`src/rtl/pep_mmacc_splitc_acc_split.sv`:
```
// ---------------------------------------------------------------------------
// pep_mmacc_splitc_acc_split
//
// Write-side split of one half-PSI set of accumulated coefficients into two
// quarter-PSI halves, one per GRAM part. The level-1 permutation swap is
// undone first. Each half then goes into its own small FIFO with an
// independent valid/ready output, so the two GRAM parts can stall separately.
//
// Ports
//   clk, s_rst_n        clock, asynchronous active-low reset
//   in_data             [PSI/2][R][MOD_Q_W] accumulated coefficients
//   in_perm_select      level-1 permutation bits (one bit used, see sw_idx)
//   in_rcmd             request command travelling with the set
//   in_vld / in_rdy     input handshake; in_rdy comes from registered state only
//   outX_data           [PSI/4][R][MOD_Q_W] quarter set for GRAM part X
//   outX_rcmd           copy of the rcmd accepted with that quarter set
//   outX_vld / outX_rdy per-part output handshake
//   err_ovf             sticky flag: in_vld was seen while a FIFO was full
//                       (upstream ignored in_rdy); that set is dropped
// ---------------------------------------------------------------------------
module pep_mmacc_splitc_acc_split #(
    parameter int PSI         = 8,
    parameter int R           = 2,
    parameter int MOD_Q_W     = 8,
    parameter int PERM_W      = 4,
    parameter int REQ_CMD_W   = 8,
    parameter int HPSI_SET_ID = 0,
    parameter int FIFO_DEPTH  = 2
) (
    input  logic                                   clk,
    input  logic                                   s_rst_n,
    input  logic [PSI/2-1:0][R-1:0][MOD_Q_W-1:0]   in_data,
    input  logic [PERM_W-1:0]                      in_perm_select,
    input  logic [REQ_CMD_W-1:0]                   in_rcmd,
    input  logic                                   in_vld,
    output logic                                   in_rdy,
    output logic [PSI/4-1:0][R-1:0][MOD_Q_W-1:0]   out0_data,
    output logic [REQ_CMD_W-1:0]                   out0_rcmd,
    output logic                                   out0_vld,
    input  logic                                   out0_rdy,
    output logic [PSI/4-1:0][R-1:0][MOD_Q_W-1:0]   out1_data,
    output logic [REQ_CMD_W-1:0]                   out1_rcmd,
    output logic                                   out1_vld,
    input  logic                                   out1_rdy,
    output logic                                   err_ovf
);

    localparam int QPSI   = PSI / 4;
    // Bit of the level-1 permutation word that swaps this instance's halves.
    localparam int SW_IDX = (PSI / 2 * R * HPSI_SET_ID) / (2 * QPSI * R);
    localparam int PTR_W  = (FIFO_DEPTH > 1) ? $clog2(FIFO_DEPTH) : 1;
    localparam int OCC_W  = $clog2(FIFO_DEPTH + 1);

    typedef logic [QPSI-1:0][R-1:0][MOD_Q_W-1:0] quarter_t;

    // ------------------------------------------------------------------
    // Permutation undo and half routing
    // ------------------------------------------------------------------
    logic     sw;
    logic     perm_unused;
    quarter_t half_lo;
    quarter_t half_hi;
    quarter_t half_w   [2];

    assign sw          = in_perm_select[SW_IDX];
    // Only one permutation bit matters for this instance.
    assign perm_unused = ^in_perm_select;
    assign half_lo     = in_data[QPSI-1:0];
    assign half_hi     = in_data[PSI/2-1:QPSI];
    assign half_w[0]   = sw ? half_hi : half_lo;
    assign half_w[1]   = sw ? half_lo : half_hi;

    // ------------------------------------------------------------------
    // Shared accept / overflow logic
    // ------------------------------------------------------------------
    logic [OCC_W-1:0]     occ_w      [2];
    logic                 full_w     [2];
    logic                 out_rdy_w  [2];
    logic                 out_vld_w  [2];
    quarter_t             out_data_w [2];
    logic [REQ_CMD_W-1:0] out_rcmd_w [2];

    // Held low through reset and for the cycle in which reset is released;
    // ready appears from the first clock edge after release.
    logic alive_reg;
    logic err_ovf_reg;
    logic accept;
    logic ovf_hit;

    assign out_rdy_w[0] = out0_rdy;
    assign out_rdy_w[1] = out1_rdy;

    assign in_rdy  = alive_reg & ~full_w[0] & ~full_w[1];
    assign accept  = in_vld & in_rdy;
    // A valid while either FIFO is full can only come from an upstream that
    // did not honour in_rdy; the set is not stored.
    assign ovf_hit = in_vld & (full_w[0] | full_w[1]);

    always_ff @(posedge clk or negedge s_rst_n) begin
        if (!s_rst_n) begin
            alive_reg   <= 1'b0;
            err_ovf_reg <= 1'b0;
        end else begin
            alive_reg <= 1'b1;
            if (ovf_hit) begin
                err_ovf_reg <= 1'b1;
            end
        end
    end

    assign err_ovf = err_ovf_reg;

    // ------------------------------------------------------------------
    // Per-half FIFOs. Both are written by the same accept, so entries land
    // in identical order and the k-th pop on each side shares one rcmd.
    // ------------------------------------------------------------------
    genvar gi;
    generate
        for (gi = 0; gi < 2; gi++) begin : g_half
            quarter_t             data_mem [FIFO_DEPTH];
            logic [REQ_CMD_W-1:0] rcmd_mem [FIFO_DEPTH];
            logic [PTR_W-1:0]     wr_ptr_reg;
            logic [PTR_W-1:0]     rd_ptr_reg;
            logic [PTR_W-1:0]     wr_ptr_next;
            logic [PTR_W-1:0]     rd_ptr_next;
            logic [OCC_W-1:0]     occ_reg;
            logic                 pop;

            assign pop = (occ_reg != '0) & out_rdy_w[gi];

            // Pointers wrap at FIFO_DEPTH, which need not be a power of two.
            assign wr_ptr_next = (wr_ptr_reg == PTR_W'(FIFO_DEPTH - 1)) ? '0 : wr_ptr_reg + 1'b1;
            assign rd_ptr_next = (rd_ptr_reg == PTR_W'(FIFO_DEPTH - 1)) ? '0 : rd_ptr_reg + 1'b1;

            always_ff @(posedge clk or negedge s_rst_n) begin
                if (!s_rst_n) begin
                    wr_ptr_reg <= '0;
                    rd_ptr_reg <= '0;
                    occ_reg    <= '0;
                    for (int i = 0; i < FIFO_DEPTH; i++) begin
                        data_mem[i] <= '0;
                        rcmd_mem[i] <= '0;
                    end
                end else begin
                    if (accept) begin
                        data_mem[wr_ptr_reg] <= half_w[gi];
                        rcmd_mem[wr_ptr_reg] <= in_rcmd;
                        wr_ptr_reg           <= wr_ptr_next;
                    end
                    if (pop) begin
                        rd_ptr_reg <= rd_ptr_next;
                    end
                    // Simultaneous push and pop leaves the count unchanged.
                    case ({accept, pop})
                        2'b10:   occ_reg <= occ_reg + 1'b1;
                        2'b01:   occ_reg <= occ_reg - 1'b1;
                        default: occ_reg <= occ_reg;
                    endcase
                end
            end

            assign occ_w[gi]      = occ_reg;
            assign full_w[gi]     = (occ_reg == OCC_W'(FIFO_DEPTH));
            assign out_vld_w[gi]  = (occ_reg != '0);
            assign out_data_w[gi] = data_mem[rd_ptr_reg];
            assign out_rcmd_w[gi] = rcmd_mem[rd_ptr_reg];
        end
    endgenerate

    assign out0_data = out_data_w[0];
    assign out0_rcmd = out_rcmd_w[0];
    assign out0_vld  = out_vld_w[0];
    assign out1_data = out_data_w[1];
    assign out1_rcmd = out_rcmd_w[1];
    assign out1_vld  = out_vld_w[1];

endmodule

```
`config.mk`:
```
export PLATFORM = sky130hd
export DESIGN_NAME = pep_mmacc_splitc_acc_split
export DESIGN_NICKNAME = d
export VERILOG_FILES = /design/src/rtl/pep_mmacc_splitc_acc_split.sv
export SDC_FILE = /design/constraint.sdc
export NUM_CORES = 1
export LEC_CHECK = 0
export CORE_ASPECT_RATIO = 2
export CORE_UTILIZATION = 37
export CTS_CLUSTER_DIAMETER = 150
export DETAILED_ROUTE_END_ITERATION = 8
export GPL_TIMING_DRIVEN = 1
export HOLD_SLACK_MARGIN = 0.1
export PLACE_DENSITY = 0.66
export SLEW_MARGIN = 40
export SYNTH_ARGS = -nofsm -noshare
export SYNTH_HDL_FRONTEND = slang
export SYNTH_SLANG_ARGS = --single-unit
```
`constraint.sdc`:
```
create_clock -name clk -period 1.8 [get_ports clk]
set_input_delay 0.27 -clock clk [delete_from_list [all_inputs] [get_ports clk]]
set_output_delay 0.27 -clock clk [all_outputs]
set_load 0.01 [all_outputs]
```
Word-level counts from Yosys, hierarchy flattened
Index checks and enable logic that the tools add are counted.
- flip-flop bits (word level): 170
- latch bits: 0
- memory bits (writable): 0
- ROM bits: 0
- input port bits: 81
- memories: 0
- add/sub/neg operators: 8
- $mul: 0
- divide/modulo/power cells: 0
- order comparisons: 6
- equal/unequal tests: 6
- shift-type cells: 0
- multiplexer cells: 32
- bitwise logic cells: 13
- reduce and logical (&&, ||, !) cells: 6
- operators by type and width (cell ; number):
    2-to-1 mux 32 bit ; 10
    bitwise mux 64 bit ; 2
    demux 32 bit (select 1 bit) ; 2
    2-to-1 mux 8 bit ; 8
    bitwise mux 16 bit ; 2
    demux 8 bit (select 1 bit) ; 2
    == test 2 bit (second input constant) ; 4
    >= comparator 2 bit (second input constant) ; 4
    NOT 1 -> 2 bit ; 4
    one-hot mux 2 bit (2 select lines) ; 2
    nonzero test 2 bit ; 4
    bitwise AND 1 bit ; 6
    adder 1 bit (second input constant) ; 4
    adder 2 x 1 -> 2 bit (second input constant) ; 2
    == test 2 x 1 -> 1 bit (second input constant) ; 2
    < comparator 2 x 1 -> 1 bit (second input constant) ; 2
    2-to-1 mux 1 bit ; 4
    subtractor 2 x 1 -> 2 bit (second input constant) ; 2
    logical AND 1 bit ; 2
    NOT 1 bit ; 2
    OR 1 bit ; 1

Longest topological paths before layout
Gate-level depths: netlist (run 1).
- depth in word-level cells: 7
- mapped depth: 7
- depth with buffers taken out: 7

Worst setup path before layout (run 1)
OpenSTA, ideal clock, no wires.
- path kind: flip-flop to flip-flop
- start: reg g_half[1].occ_reg[1]
- end: reg g_half[0].occ_reg[1]
- data arrival time: 1.608 ns
- required time: 1.721 ns
- setup slack: 0.113 ns
- stages on the path, launching flop included: 7
- path buffers: 0
- clock period less this slack: 1.687 ns
- path through: dfrtp_1 > nor2b_2 > nor3_1 > inv_1 > ha_1 > nor2_1 > xor2_1
- word-level cells in the longest chain between the ends: 6
- elaborated cells between the ends (all ways): 8
- those cells by class: eq/ne: 3; mux: 1; bitwise: 3; reduce/logical: 1
- ends and longest elaborated chain (item ; line ; source):
    start, declared ; 126 ; logic [OCC_W-1:0] occ_reg;
    start signal, assigned ; 155 ; 2'b10: occ_reg <= occ_reg + 1'b1;
    start signal, assigned ; 156 ; 2'b01: occ_reg <= occ_reg - 1'b1;
    start signal, assigned ; 157 ; default: occ_reg <= occ_reg;
    == test 2 bit (*) ; 163 ; assign full_w[gi] = (occ_reg == OCC_W'(FIFO_DEPTH));
    NOT 1 bit (*) ; 93 ; assign in_rdy = alive_reg & ~full_w[0] & ~full_w[1];
    bitwise AND 1 bit (*) ; 93 ;
    bitwise AND 1 bit (*) ; 94 ; assign accept = in_vld & in_rdy;
    == test 2 x 1 -> 1 bit or == test 2 bit (tied branches) ; 154 ; case ({accept, pop})
    one-hot mux 2 bit (2 select lines) or nonzero test 2 bit (tied branches) ; n/a ;
    end signal, assigned ; 155 ;
    end signal, assigned ; 156 ;
    end signal, assigned ; 157 ;
    end, declared ; 126 ;
Every way passes the cells marked *; elsewhere a longest branch is shown, timed or not.
A chain may end at the register's enable or synchronous reset.

==> results.md, run 1 <==
- Status: finished with violations
- Failing checks: negative setup slack
- Critical-path cell list: buf_12, buf_12, buf_4, mux2_2, buf_6
- Utilization after layout: 54.0%
- Avg WL per Cell: 21.6 um
- CP Capture Type: output port
- Setup TNS: -5.83 ns
- DRT iter0 DRCs: 117
- Tcrit/Tclk final: 108%
- Setup Crit Path Kind: flip-flop to output port
- Area grow syn2layout: 42.2%
- Largest register FFs: 128
- Mapped Area: 0.00822 mm^2
- Avg Synthesized Cell Area: 15.2 um^2
- Startpoint types: flip-flop
- Max_cap viols: 0
- TritonCTS Buffers: 17
- Final slew viol count: 0
- GRT Total Usage: 19.5%
- Syn Nets: 624
- DP HPWL: 13,700 um
- # port buffers: 161
- Yosys cell types: 24
- Yosys warns: 0
- Worst setup margin: -0.141 ns
- Worst Hold Class: primary input to async pin
- Syn Inst Count: 541
- First-pass GRT wire length: 32,400 um
- Crit path time final: 1.94 ns
- Cell row count: 76
- I/O Pins: 165
- Post-synthesis sequential area ratio: 51.7%
- Remaining antenna violation count: 0
- Final #Nets: 824
- Initial core utilization: 37.9%
- DRC viols: 0
- CP most frequent cell: buf_12
- Post-Route Skew: 0.00943 ns
- CTS tree: done
- Fmax: 515 MHz
- Clock Tree Buf Depth: 2
- Place WS: -0.274 ns
- Die width: 107 um
- Critical path data required time: 1.53 ns
- PD cells: 1940 mW/mm^2
- Cell family with most CP delay: buffers and inverters
- Clock sink total: 170
- Vias in the first global route: 5,841
- # diodes: 0
- TritonRoute pass-1 iters: 4
- Clock Root Buffer: clkbuf_16
- #FFs+latches synth: 170
- Biggest cell delay along the critical path: 0.42 ns
- Critical path arrival: 1.67 ns
- Pleak: 5.13 nW
- Initial antenna violation count: 0
- Worst R2R Path Depth: 7
- GPL Wtd Cong: 0.707
- Grt total ovfl: 0
- Clk Latency, worst-skew pair: 0.42 ns
- Final Hold Vio Count: 0
- Setup-failing EPs final: 77
- Vias: 5,194
- Largest net degree at the start of global routing: 49
- Peak supply drop: 977 uV
- Die ar.: 0.0229 mm^2
- Core Area: 0.0217 mm^2
- CP max FO: 6
- Slowest-stage cell, CP: dfrtp_2
- Die Span Y: 213 um
- Levels on crit path: 5
- Drt via density: 5.06
- CTS H-tree lvls: 4
- Clock slew at reported path FFs: 0.06 ns
- RSZ-0062 raised after global routing: yes
- WL final: 22,200 um
- Layout cell share with drive strength beyond 1: 61.5%
- Worst path bufs/invs: 4
[path summary, 6_finish.rpt]
check	startpoint	to	slack (ns)
max	g_half[0].rd_ptr_reg	out0_data[22]	-0.14
min	s_rst_n	g_half[1].rcmd_mem[6]	0.35
max reg2reg	g_half[1].occ_reg[0]	g_half[1].data_mem[63]	0.03
min reg2reg	g_half[1].data_mem[23]	g_half[1].data_mem[23]	0.49
max in group asynchronous	s_rst_n	g_half[1].data_mem[13]	0.84
min in group clk	g_half[1].data_mem[23]	g_half[1].data_mem[23]	0.49
[per-layer routing]
layer	share of wire [%]	GRT usage, %	vias to the layer above
met3	3.3	3.75	31
met2	60	38.3	117
met1	34	19.1	2703
met5	0	0	-
met4	2.8	8.83	0
li1	-	-	2343
[cells in the mapped netlist]
master,n,share of area [%]
mux2_2,267,37
dfrtp_1,170,52
mux2_4,20,3.7
mux2_1,17,2.3
buf_2,14,0.85
buf_6,8,1.1
clkbuf_1,8,0.37
xor2_1,6,0.64
xnor2_1,4,0.43
and2_1,3,0.23
buf_1,3,0.14
nand2b_1,3,0.23
ha_1,2,0.30
nand4_1,2,0.15
nor2_1,2,0.091
nor2b_2,2,0.21
nor4_4,2,0.52
or2_2,2,0.15
and3_1,1,0.076
conb_1,1,0.046
inv_1,1,0.046
nand2_1,1,0.046
nor3_1,1,0.061
o21ai_0,1,0.061
[report_power, final]
part           switching [W]  internal (W)
clock                0.00154       0.00231
combinational        0.00447       0.00758
sequential           0.00104       0.00577
[placed cells by master, fill, tap and decap left out, types with 3 or more instances in the layout]
master and count:
mux2_2 227, and2_1 3, buf_12 22, dlygate4sd2_1 3, xnor2_1 4, dfrtp_1 167, clkbuf_8 3, mux2_4 60
buf_4 16, dfrtp_2 3, bufinv_16 3, xor2_1 6, clkdlybuf4s50_1 76, buf_6 81, clkbuf_16 21, buf_2 5
clkinv_4 4, mux2_1 17, buf_16 4
[logic make-up after synthesis]
group	share of synthesized area [%]
AO/OA/AOI/OAI	0.0608
flip-flops	51.7
XOR/XNOR	1.06
other	0.0456
AND/OR/NAND/NOR	1.76
multiplexers	42.5
adder cells (fa/ha/maj)	0.304
buffers and inverters	2.50
[cell type report]
type,instances,area (um^2)
Clock buffer,20,467
Clock inverter,12,163
Fill cell,1843,9980
Inverter,1,3.75
Multi-Input combinational cell,337,3940
Sequential cell,170,4260
Tap cell,273,342
Timing Repair Buffer,214,2530
[metrics by stage]
| stage | instances | instance area (um^2) | total power, W | hold slack, ns |
|---|---|---|---|---|
| final | 1027 | 11700 | 0.0227 | 0.346 |
| after global routing | 1027 | 11700 | 0.0239 | 0.357 |
| after CTS | 1022 | 11500 | 0.0225 | 0.342 |
| after detailed placement | 958 | 10200 | 0.0166 | 0.233 |
| after global placement | 958 | 10200 | 0.0162 | 0.224 |
| after floorplan | 541 | 8220 | 0.0120 | -0.0256 |
[what timing repair did]
item                                    4_1_cts  5_1_grt
cloned                                        8        4
buffers inserted                             23        5
endpoints found under the hold margin        38        0
resized for setup                           422       48
endpoints found under the setup margin       83      139
pin swaps                                     0        2
hold buffers                                  1        0
Note: power is estimated with default switching activity, not from simulation.
==> run 2, diff against run 1 <==
MAX_ROUTING_LAYER = met4   (was not set)
==> run 2 against run 1 <==
  * The run still ends with negative setup slack left
  * Non-clock buffer count unchanged
  * Global-route usage up 0.59 points
  * Setup slack got worse by 0.0050 ns
  * Hold slack got worse by 0.0037 ns
  * Critical path depth did not move
  * Core utilization did not move
  * Register-to-register slack about the same
  * Critical path type unchanged
  * Largest power group unchanged
==> results.md, run 2 (synthesized netlist as in run 1, its figures left out) <==
- Max_cap viols: 0 (unchanged)
- Remaining antenna violation count: 0 (unchanged)
- Fmax: 514 MHz (was 515 MHz)
- Clock sink total: 170 (unchanged)
- Met3 usage in global routing: 3.57% (was 3.75%)
- Setup Crit Path Kind: flip-flop to output port (unchanged)
- # diodes: 0 (unchanged)
- # port buffers: 161 (unchanged)
- WL final: 22,200 um (about the same)
- Finished Layout Cells: 1,027 (unchanged)
- PD cells: 1940 mW/mm^2 (about the same)
- Reg2reg start: g_half[1].occ_reg[0] (unchanged)
- First-pass GRT wire length: 32,400 um (about the same)
- Global Route met2 Usage: 38.3% (unchanged)
- Avg WL per Cell: 21.6 um (about the same)
- DRC viols: 0 (unchanged)
- Peak supply drop: 979 uV (was 977 uV)
- Utilization after layout: 54.0% (unchanged)
- R2R Path End: g_half[1].data_mem[63] (unchanged)
- Initial antenna violation count: 0 (unchanged)
- Clock slew at reported path FFs: 0.06 ns (about the same)
- Reg2Reg Setup Slack: 0.03 ns (about the same)
- Critical path data required time: 1.53 ns (about the same)
- I/O Pins: 165 (unchanged)
- Drt via density: 5.09 (was 5.06)
- Setup-failing EPs final: 77 (unchanged)
- Final slew viol count: 0 (unchanged)
- Clock Root Buffer: clkbuf_16 (unchanged)
- DRT iter0 DRCs: 108 (was 117)
- Startpoint types: flip-flop (unchanged)
- P_sw: 0.00707 W (was 0.00704 W)
- Crit path time final: 1.95 ns (was 1.94 ns)
- Most frequent cells in the layout: 227 x mux2_2, 167 x dfrtp_1, 81 x buf_6, 76 x clkdlybuf4s50_1, 60 x mux2_4 (unchanged)
- Largest net degree at the start of global routing: 49 (unchanged)
- Post-Route Skew: 0.0111 ns (was 0.00943 ns)
- Clk Latency, worst-skew pair: 0.43 ns (was 0.42 ns)
- Biggest cell delay along the critical path: 0.42 ns (about the same)
- Die Span Y: 213 um (unchanged)
- Setup TNS: -6.03 ns (was -5.83 ns)
- Combinational Power Share: 53.1% (about the same)
- Vias in the first global route: 5,836 (was 5,841)
- Clk pwr share: 17.0% (was 16.9%)
- Failing checks: negative setup slack (unchanged)
- M1 GR Usage: 19.4% (was 19.1%)
- Worst R2R Path Depth: 7 (unchanged)
- Internal: 0.0157 W (about the same)
- Final #Nets: 824 (unchanged)
- Status: finished with violations (unchanged)
- Largest register FFs: 128 (unchanged)
- Filler Cells Inserted: 1,842 (was 1,843)
- Clock Tree Buf Depth: 2 (unchanged)
- GRT Total Usage: 20.1% (was 19.5%)
- Tcrit/Tclk final: 108% (about the same)
- Reg power frac: 30.0% (about the same)
- TritonRoute pass-1 iters: 5 (was 4)
- Pleak: 5.13 nW (unchanged)
- Final Hold Vio Count: 0 (unchanged)
- Initial core utilization: 37.9% (unchanged)
- Most common cell after layout, fill and taps aside: mux2_2 (unchanged)
- Core Area: 0.0217 mm^2 (unchanged)
- CP max FO: 6 (unchanged)
- Critical-path cell list: buf_12, buf_12, buf_4, mux2_2, buf_6 (unchanged)
- GPL Wtd Cong: 0.716 (was 0.707)
- Most Crowded Layer GR: met2 (unchanged)
- DP HPWL: 13,700 um (unchanged)
- Die ar.: 0.0229 mm^2 (unchanged)
- CTS H-tree lvls: 4 (unchanged)
- Net Sw Frac: 31.1% (was 31.0%)
- CTS tree: done (unchanged)
- Placed cells: 958 (unchanged)
- Place WS: -0.274 ns (unchanged)
- Layout cell share with drive strength beyond 1: 61.5% (unchanged)
- Cell row count: 76 (unchanged)
- CP most frequent cell: buf_12 (unchanged)
- Slowest-stage cell, CP: dfrtp_2 (unchanged)
- RSZ-0062 raised after global routing: yes (unchanged)
- Die width: 107 um (unchanged)
- Tot Pwr: 0.0227 W (about the same)
- TritonCTS Buffers: 17 (unchanged)
- Grt total ovfl: 0 (unchanged)
- Critical path arrival: 1.68 ns (was 1.67 ns)
- CP Capture Type: output port (unchanged)
- Area grow syn2layout: 42.2% (unchanged)
- Worst Hold Class: primary input to async pin (unchanged)
- Vias: 5,226 (was 5,194)
- Worst setup margin: -0.146 ns (was -0.141 ns)
-- run 2: worst max-delay path, delay by kind of cell (launching register included) --
kind | cells | cell delay, ns
buf+inv | 4 | 0.56
flops | 1 | 0.42
mux | 1 | 0.27
-- run 2: worst max-delay path by stage --
stage | startpoint | endpoint | slack, ns | cells past startpoint
6_report | g_half[0].rd_ptr_reg | out0_data[22] | -0.15 | 5
5_1_grt | g_half[0].rd_ptr_reg | out0_rcmd[0] | -0.19 | 5
4_1_cts | g_half[1].rd_ptr_reg | out1_data[15] | -0.20 | 5
3_5_place_dp | in_vld | g_half[0].occ_reg[1] | -0.27 | 7
3_3_place_gp | in_vld | g_half[1].data_mem[51] | -0.22 | 5
2_1_floorplan | g_half[1].occ_reg[1] | g_half[0].occ_reg[1] | 0.11 | 6
-- run 2: per-layer routing --
layer | vias to the layer above | part of all wire, % | wire, um
met3 | 38 | 2.9 | 652
met4 | 0 | 2.9 | 639
met2 | 123 | 59 | 13100
li1 | 2343 | - | -
met5 | - | 0 | 0
met1 | 2722 | 35 | 7820
-- run 2: layout make-up --
cell class                      count  area [um^2]  area share, %
Clock buffer                       20          467           3.99
Sequential cell                   170         4260           36.4
Timing Repair Buffer              214         2530           21.6
Multi-Input combinational cell    337         3940           33.7
Tap cell                          273          342           2.92
Inverter                            1         3.75         0.0321
Clock inverter                     12          163           1.39
-- run 2: what timing repair did --
item,4_1_cts,5_1_grt
cloned,8,4
pin swaps,0,2
resized for setup,422,48
setup buffers,23,5
hold endpoints to repair,38,0
endpoints found under the setup margin,83,139
hold buffers,1,0
-- run 2: through the flow --
stage,cell area [um^2],hold WS [ns]
3_5_place_dp,10200,0.233
4_1_cts,11500,0.342
2_1_floorplan,8220,-0.0256
6_report,11700,0.342
5_1_grt,11700,0.357
3_3_place_gp,10200,0.224
-- run 2: power by group through the flow --
stage,Sequential (W),Combinational [W],Clock (W)
5_1_grt,0.00705,0.0127,0.00412
3_5_place_dp,0.00684,0.00972,0
3_3_place_gp,0.00666,0.00950,0
4_1_cts,0.00675,0.0118,0.00397
2_1_floorplan,0.00645,0.00550,0
6_report,0.00681,0.0121,0.00386
